==> src/rtl/vec_stride_lsu.sv <==
// Strided vector load/store unit: walks vl elements at base + i*stride, one
// aligned 32-bit memory beat per element, with lane shifting and byte strobes.
module vec_stride_lsu #(
  parameter int unsigned MAX_VL = 32,
  parameter int unsigned VLW    = $clog2(MAX_VL + 1)
) (
  input  logic           clk,
  input  logic           resetn,
  input  logic           cmd_valid,
  output logic           cmd_ready,
  input  logic           cmd_store,
  input  logic [31:0]    cmd_base,
  input  logic [31:0]    cmd_stride,
  input  logic [VLW-1:0] cmd_vl,
  input  logic [1:0]     cmd_sew,
  output logic           ld_valid,
  input  logic           ld_ready,
  output logic [31:0]    ld_data,
  output logic [VLW-1:0] ld_idx,
  input  logic           st_valid,
  output logic           st_ready,
  input  logic [31:0]    st_data,
  output logic           mem_valid,
  input  logic           mem_ready,
  output logic [31:0]    mem_addr,
  output logic [31:0]    mem_wdata,
  output logic [3:0]     mem_wstrb,
  input  logic [31:0]    mem_rdata,
  output logic           done,
  output logic           err
);

  typedef enum logic [2:0] {S_IDLE, S_STW, S_MEM, S_LDO, S_FIN} state_t;

  state_t         r_state, w_nxt_state;
  logic           w_nxt_err, r_err;
  logic           r_store;
  logic [1:0]     r_sew;
  logic [31:0]    r_addr, r_stride;
  logic [VLW-1:0] r_vl, r_i;
  logic           r_mem_valid;
  logic [31:0]    r_mem_addr, r_wdata, r_ld_data;
  logic [3:0]     r_wstrb;

  logic [VLW-1:0] w_vl_clamp;
  logic [31:0]    w_nxt_addr;
  logic [1:0]     w_off;
  logic           w_last;

  function automatic logic f_misal(input logic [1:0] a, input logic [1:0] sew);
    case (sew)
      2'd1:    return a[0];
      2'd2:    return a != 2'b00;
      default: return 1'b0;
    endcase
  endfunction

  function automatic logic [31:0] f_mask(input logic [1:0] sew);
    case (sew)
      2'd0:    return 32'h0000_00FF;
      2'd1:    return 32'h0000_FFFF;
      default: return 32'hFFFF_FFFF;
    endcase
  endfunction

  function automatic logic [3:0] f_smask(input logic [1:0] sew);
    case (sew)
      2'd0:    return 4'b0001;
      2'd1:    return 4'b0011;
      default: return 4'b1111;
    endcase
  endfunction

  assign w_vl_clamp = (cmd_vl > VLW'(MAX_VL)) ? VLW'(MAX_VL) : cmd_vl;
  assign w_nxt_addr = r_addr + r_stride;
  assign w_off      = r_addr[1:0];
  assign w_last     = (r_i == r_vl - VLW'(1));

  always_ff @(posedge clk or negedge resetn) begin
    if (!resetn) r_state <= S_IDLE;
    else         r_state <= w_nxt_state;
  end

  // Alignment of the next element is checked on the advancing edge, so a
  // misaligned element never raises mem_valid or st_ready.
  always_comb begin
    w_nxt_state = r_state;
    w_nxt_err   = r_err;
    unique case (r_state)
      S_IDLE: if (cmd_valid) begin
        if (w_vl_clamp == '0) begin
          w_nxt_state = S_FIN;
          w_nxt_err   = 1'b0;
        end else if (cmd_sew == 2'b11 || f_misal(cmd_base[1:0], cmd_sew)) begin
          w_nxt_state = S_FIN;
          w_nxt_err   = 1'b1;
        end else begin
          w_nxt_state = cmd_store ? S_STW : S_MEM;
          w_nxt_err   = 1'b0;
        end
      end
      S_STW: if (st_valid) w_nxt_state = S_MEM;
      S_MEM: if (mem_ready) begin
        if (!r_store) w_nxt_state = S_LDO;
        else if (w_last) w_nxt_state = S_FIN;
        else if (f_misal(w_nxt_addr[1:0], r_sew)) begin
          w_nxt_state = S_FIN;
          w_nxt_err   = 1'b1;
        end else w_nxt_state = S_STW;
      end
      S_LDO: if (ld_ready) begin
        if (w_last) w_nxt_state = S_FIN;
        else if (f_misal(w_nxt_addr[1:0], r_sew)) begin
          w_nxt_state = S_FIN;
          w_nxt_err   = 1'b1;
        end else w_nxt_state = S_MEM;
      end
      S_FIN:   w_nxt_state = S_IDLE;
      default: w_nxt_state = S_IDLE;
    endcase
  end

  always_comb begin
    cmd_ready = (r_state == S_IDLE);
    st_ready  = (r_state == S_STW);
    ld_valid  = (r_state == S_LDO);
    done      = (r_state == S_FIN);
    err       = (r_state == S_FIN) && r_err;
    ld_data   = r_ld_data;
    ld_idx    = r_i;
    mem_valid = r_mem_valid;
    mem_addr  = r_mem_addr;
    mem_wdata = r_wdata;
    mem_wstrb = r_wstrb;
  end

  always_ff @(posedge clk or negedge resetn) begin
    if (!resetn) begin
      r_err       <= 1'b0;
      r_store     <= 1'b0;
      r_sew       <= '0;
      r_addr      <= '0;
      r_stride    <= '0;
      r_vl        <= '0;
      r_i         <= '0;
      r_mem_valid <= 1'b0;
      r_mem_addr  <= '0;
      r_wdata     <= '0;
      r_wstrb     <= '0;
      r_ld_data   <= '0;
    end else begin
      r_err <= w_nxt_err;
      unique case (r_state)
        S_IDLE: if (cmd_valid) begin
          r_store     <= cmd_store;
          r_sew       <= cmd_sew;
          r_stride    <= cmd_stride;
          r_vl        <= w_vl_clamp;
          r_addr      <= cmd_base;
          r_i         <= '0;
          r_mem_valid <= (w_nxt_state == S_MEM);
          r_mem_addr  <= {cmd_base[31:2], 2'b00};
          r_wdata     <= '0;
          r_wstrb     <= '0;
        end
        S_STW: if (st_valid) begin
          r_mem_valid <= 1'b1;
          r_mem_addr  <= {r_addr[31:2], 2'b00};
          r_wdata     <= (st_data & f_mask(r_sew)) << {w_off, 3'b000};
          r_wstrb     <= f_smask(r_sew) << w_off;
        end
        S_MEM: if (mem_ready) begin
          r_mem_valid <= 1'b0;
          if (r_store) begin
            r_addr <= w_nxt_addr;
            r_i    <= r_i + VLW'(1);
          end else begin
            r_ld_data <= (mem_rdata >> {w_off, 3'b000}) & f_mask(r_sew);
          end
        end
        S_LDO: if (ld_ready) begin
          r_addr      <= w_nxt_addr;
          r_i         <= r_i + VLW'(1);
          r_mem_valid <= (w_nxt_state == S_MEM);
          r_mem_addr  <= {w_nxt_addr[31:2], 2'b00};
        end
        default: ;
      endcase
    end
  end

endmodule

==> config.mk <==
export PLATFORM = sky130hd
export DESIGN_NAME = vec_stride_lsu
export DESIGN_NICKNAME = d
export VERILOG_FILES = /design/src/rtl/vec_stride_lsu.sv
export SDC_FILE = /design/constraint.sdc
export NUM_CORES = 1
export LEC_CHECK = 0
export ABC_CLOCK_PERIOD_IN_PS = 5800
export BUFFER_PORTS_ARGS = -buffer_cell sky130_fd_sc_hd__buf_2
export CAP_MARGIN = 10
export CORE_AREA = 2 2 162 132
export CTS_CLUSTER_SIZE = 10
export DETAILED_ROUTE_END_ITERATION = 12
export DIE_AREA = 0 0 164 134
export GPL_TIMING_DRIVEN = 1
export PLACE_DENSITY = 0.78
export SYNTH_ARGS = -nofsm -noshare
export SYNTH_HDL_FRONTEND = slang
export SYNTH_SLANG_ARGS = --single-unit
==> constraint.sdc <==
create_clock -name clk -period 5.8 [get_ports clk]
set_input_delay 1.16 -clock clk [delete_from_list [all_inputs] [get_ports clk]]
set_output_delay 1.16 -clock clk [all_outputs]
set_load 0.01 [all_outputs]
==> tab_implementation.tex <==
\begin{tabular}{lr}
\hline
Metric & Value \\
\hline
\multicolumn{2}{l}{\textbf{Worst setup path}} \\
Crit-path leading delay family & simple AND/OR/NAND/NOR gates \\
Number of buffers and inverters on the critical path & 2 \\
Critical Path Start Type & register \\
Capture point of the worst reg-to-reg path & mem\_addr[18] \\
CP arrival & 2.57 ns \\
Biggest fanout along the worst timing path & 19 \\
Critical Setup Path Class & register to output port \\
Ordered cell list for the critical path & nor2b\_2, nand2\_1, inv\_1, buf\_2 \\
Kind of capture point of the worst setup path & output port \\
Required time reported for the critical path endpoint & 4.64 ns \\
Reg2reg setup slack & 2.10 ns \\
Worst reg2reg path depth & 10 \\
Critical path's slowest cell & sky130\_fd\_sc\_hd\_\_dfrtp\_1 \\
Startpoint of the worst register-to-register path & r\_addr[1] \\
CP peak stage delay & 0.76 ns \\
\multicolumn{2}{l}{\textbf{STA}} \\
Final period demand of the worst path & 3.73 ns \\
Worst path setup slack after routing & 2.07 ns \\
Worst rel slew slack & 0.188 \\
RSZ-0062 raised after global routing & no \\
Post-route clock skew & 0.0110 ns \\
Setup-failing EPs final & 0 \\
Slew at the pin closest to its max-slew limit & 1.22 ns \\
Number of endpoints with negative hold slack in the final report & 0 \\
Portion of the clock cycle consumed by the worst path in the final layout & 0.642 \\
Max Clock Freq & 0.268 GHz \\
Pins Over Slew Limit & 0 \\
Setup total negative slack & 0 ns \\
\multicolumn{2}{l}{\textbf{Cells and area}} \\
Final core utilization & 0.621 \\
Fillers & 1798 \\
Leading cell types in the layout, fill and taps excluded & 251 x sky130\_fd\_sc\_hd\_\_buf\_2, 244 x sky130\_fd\_sc\_hd\_\_nand2\_1, 181 x sky130\_fd\_sc\_hd\_\_dfrtp\_1 \\
Post-synthesis to final-layout area growth & 19.5\% \\
Net count, final & 1587 \\
Most common cell after layout, fill and taps aside & sky130\_fd\_sc\_hd\_\_buf\_2 \\
Total non-filler cell area in the finished layout & 12700 um2 \\
Ratio of cells with drive above 1 in the final layout & 0.239 \\
\multicolumn{2}{l}{\textbf{Global routing}} \\
Maximum number of pins on one net before global-route repair & 118 \\
GR Util All Layers & 0.294 \\
Vias in the first global route & 9938 \\
Wire length of the first global-routing pass & 51200 um \\
Antenna violations before repair & 3 \\
Overflow after GRT & 0 \\
\multicolumn{2}{l}{\textbf{Placed design}} \\
Cell area after placement & 12100 um2 \\
Number of input and output port buffers inserted & 252 \\
Weighted congestion reported at the end of routability-driven placement & 0.956 \\
Dpl hpwl & 22600 um \\
Setup slack after placement & 2.19 ns \\
\multicolumn{2}{l}{\textbf{Yosys}} \\
Number of enable flip-flop cells after synthesis & 0 \\
Share of the synthesized netlist area taken by xor and xnor gates & 0.0305 \\
Synth async-reset ratio & 1.00 \\
Dominant combinational cell family by area after synthesis & compound AO/OA/AOI/OAI gates \\
Post-Synthesis Mean Instance Area & 8.95 um2 \\
Synthesized-area fraction occupied by and/or/nand/nor cells & 0.177 \\
Leading register cell type out of synthesis & sky130\_fd\_sc\_hd\_\_dfrtp\_1 \\
Cells after Synth & 1185 \\
Sequential fraction of the synthesis area & 0.429 \\
Fraction of the mapped netlist area in compound gates & 0.239 \\
Post-Syn Area & 10600 um2 \\
Adder and majority cell fraction of the synthesized area & 0.0479 \\
Register bit count reported by yosys & 182 \\
Proportion of synthesized area in mux cells & 0.0413 \\
Netlist cell types & 77 \\
Ys Warns & 0 \\
\multicolumn{2}{l}{\textbf{Clocking}} \\
Root cell of the clock tree & sky130\_fd\_sc\_hd\_\_clkbuf\_16 \\
H-tree depth & 4 \\
Total setup buffers inserted after CTS & 0 \\
Source-to-sink clock delay at the later pin of the worst-skew pair & 0.44 ns \\
Hold-fix buffer count after cts & 0 \\
Total clock buffers created by CTS & 17 \\
Clock transition at the registers of the reported paths & 0.07 ns \\
Sink Count & 182 \\
Number of gates resized after cts & 0 \\
Clock tree from TritonCTS & built \\
Buffers from clock root to sink, at most & 2 \\
\multicolumn{2}{l}{\textbf{Detailed routing}} \\
Post-route ant nets & 0 \\
Wire per inst & 18.9 um \\
Vias/cell & 5.98 \\
Routed WL & 32000 um \\
Number of detailed-route iterations in the first pass & 6 \\
Initial DRC count & 939 \\
DRC violation count after routing & 0 \\
Total number of vias & 10.1k \\
\multicolumn{2}{l}{\textbf{Floorplan}} \\
Initial cell density of the core & 0.520 \\
Count of boundary I/O pins & 255 \\
FP Rows & 47 \\
Die Area & 22000 um2 \\
Width of the chip & 164 um \\
Area of the core & 20400 um2 \\
Y dimension of the die & 134 um \\
\multicolumn{2}{l}{\textbf{Min path}} \\
WHS Path Cells & 2 \\
Hold crit path type & register to register \\
Startpoint of the worst hold path & ld\_data[16] \\
End point of the worst hold path & ld\_data[16] \\
\multicolumn{2}{l}{\textbf{Power}} \\
Static power due to leakage & 6.34 nW \\
Worst vdd ir & 0.328 mV \\
Pwr/cell area & 611 nW/um2 \\
\multicolumn{2}{l}{\textbf{Run status}} \\
Run status & finished, final reports clean \\
\multicolumn{2}{l}{\textbf{Run}} \\
Max-cap viol count & 0 \\
\hline
\end{tabular}
==> area by class of cell <==
cell class | count | area (um2) | share of cell area
Multi-Input combinational cell | 913 | 5700 | 0.450
Antenna cell | 3 | 7.51 | 0.000592
Timing Repair Buffer | 271 | 1410 | 0.111
Inverter | 19 | 71.3 | 0.00563
Clock buffer | 18 | 439 | 0.0346
Sequential cell | 182 | 4560 | 0.359
Tap cell | 269 | 337 | 0.0265
Clock inverter | 14 | 154 | 0.0121
==> worst max path at each step <==
stage | endpoint | cells past startpoint | from
finish | ld_valid | 4 | r_state[0]
global placement | mem_addr[18] | 10 | r_addr[1]
detailed placement | mem_addr[18] | 10 | r_addr[1]
floorplan | r_addr[24] | 12 | r_addr[1]
global route | mem_addr[18] | 10 | r_addr[1]
CTS | ld_valid | 4 | r_state[0]
==> kinds of logic (layout without fill, tap and decap cells) <==
| kind of cell | after synthesis | in the layout |
|---|---|---|
| AND/OR/NAND/NOR | 423 | 423 |
| buffers and inverters | 91 | 322 |
| flip-flops | 182 | 182 |
| AO/OA/AOI/OAI | 369 | 369 |
| adder cells (fa/ha/maj) | 40 | 40 |
| other | 1 | 5 |
| multiplexers | 42 | 42 |
| XOR/XNOR | 37 | 37 |
==> worst reg2reg max path, cell delays in order, from the launching register on <==
cell	delay, ns
sky130_fd_sc_hd__dfrtp_1	1.15
sky130_fd_sc_hd__clkinv_1	0.34
sky130_fd_sc_hd__fa_1	0.53
sky130_fd_sc_hd__and2b_1	0.25
sky130_fd_sc_hd__o2111ai_2	0.15
sky130_fd_sc_hd__a21oi_4	0.26
sky130_fd_sc_hd__o21ai_1	0.14
sky130_fd_sc_hd__a21oi_2	0.19
sky130_fd_sc_hd__o21ai_1	0.13
sky130_fd_sc_hd__mux2_1	0.33
sky130_fd_sc_hd__a31oi_1	0.16
==> per-stage QoR <==
stage / hold slack (ns) / instances / power, mW
after floorplan: 0.450 / 1186 / 5.22
after global placement: 0.449 / 1654 / 6.36
after detailed placement: 0.465 / 1654 / 6.47
after CTS: 0.481 / 1686 / 7.70
after global routing: 0.497 / 1689 / 8.32
final: 0.473 / 1689 / 7.75
==> routing by layer <==
metal  vias to the layer above  GRT usage  wire, um
met5                         -          0         0
met4                         0      0.105       881
met3                        62     0.0584      2590
met2                       453      0.457     14600
met1                      4882      0.411     13900
li1                       4701          -         -
==> registers in the layout, indices dropped and copies added, names as in the netlist <==
signal     cells
r_store        1
mem_addr      30
r_vl           6
r_state        3
r_addr        32
mem_valid      1
mem_wstrb      4
r_err          1
ld_data       32
r_stride      32
mem_wdata     32
ld_idx         6
r_sew          2
==> report_power, final <==
group          switching, mW  internal [mW]  leakage (nW)
registers              0.428           1.79          2.33
logic                   2.67           1.67          3.72
clock network          0.568          0.626         0.288
total                   3.67           4.08          6.34
==> synthesized netlist by cell type (22+ instances only) <==
cell	count	area (um2)
sky130_fd_sc_hd__nand2_1	244	916
sky130_fd_sc_hd__dfrtp_1	182	4550
sky130_fd_sc_hd__o21ai_0	88	440
sky130_fd_sc_hd__a21oi_1	63	315
sky130_fd_sc_hd__nor2_1	60	225
sky130_fd_sc_hd__clkbuf_1	49	184
sky130_fd_sc_hd__a22o_1	43	377
sky130_fd_sc_hd__a22oi_1	40	300
sky130_fd_sc_hd__ha_1	39	488
sky130_fd_sc_hd__mux2i_1	31	310
sky130_fd_sc_hd__xnor2_1	23	201
sky130_fd_sc_hd__nor2b_1	22	138
Power figures use the tool's default switching activity.
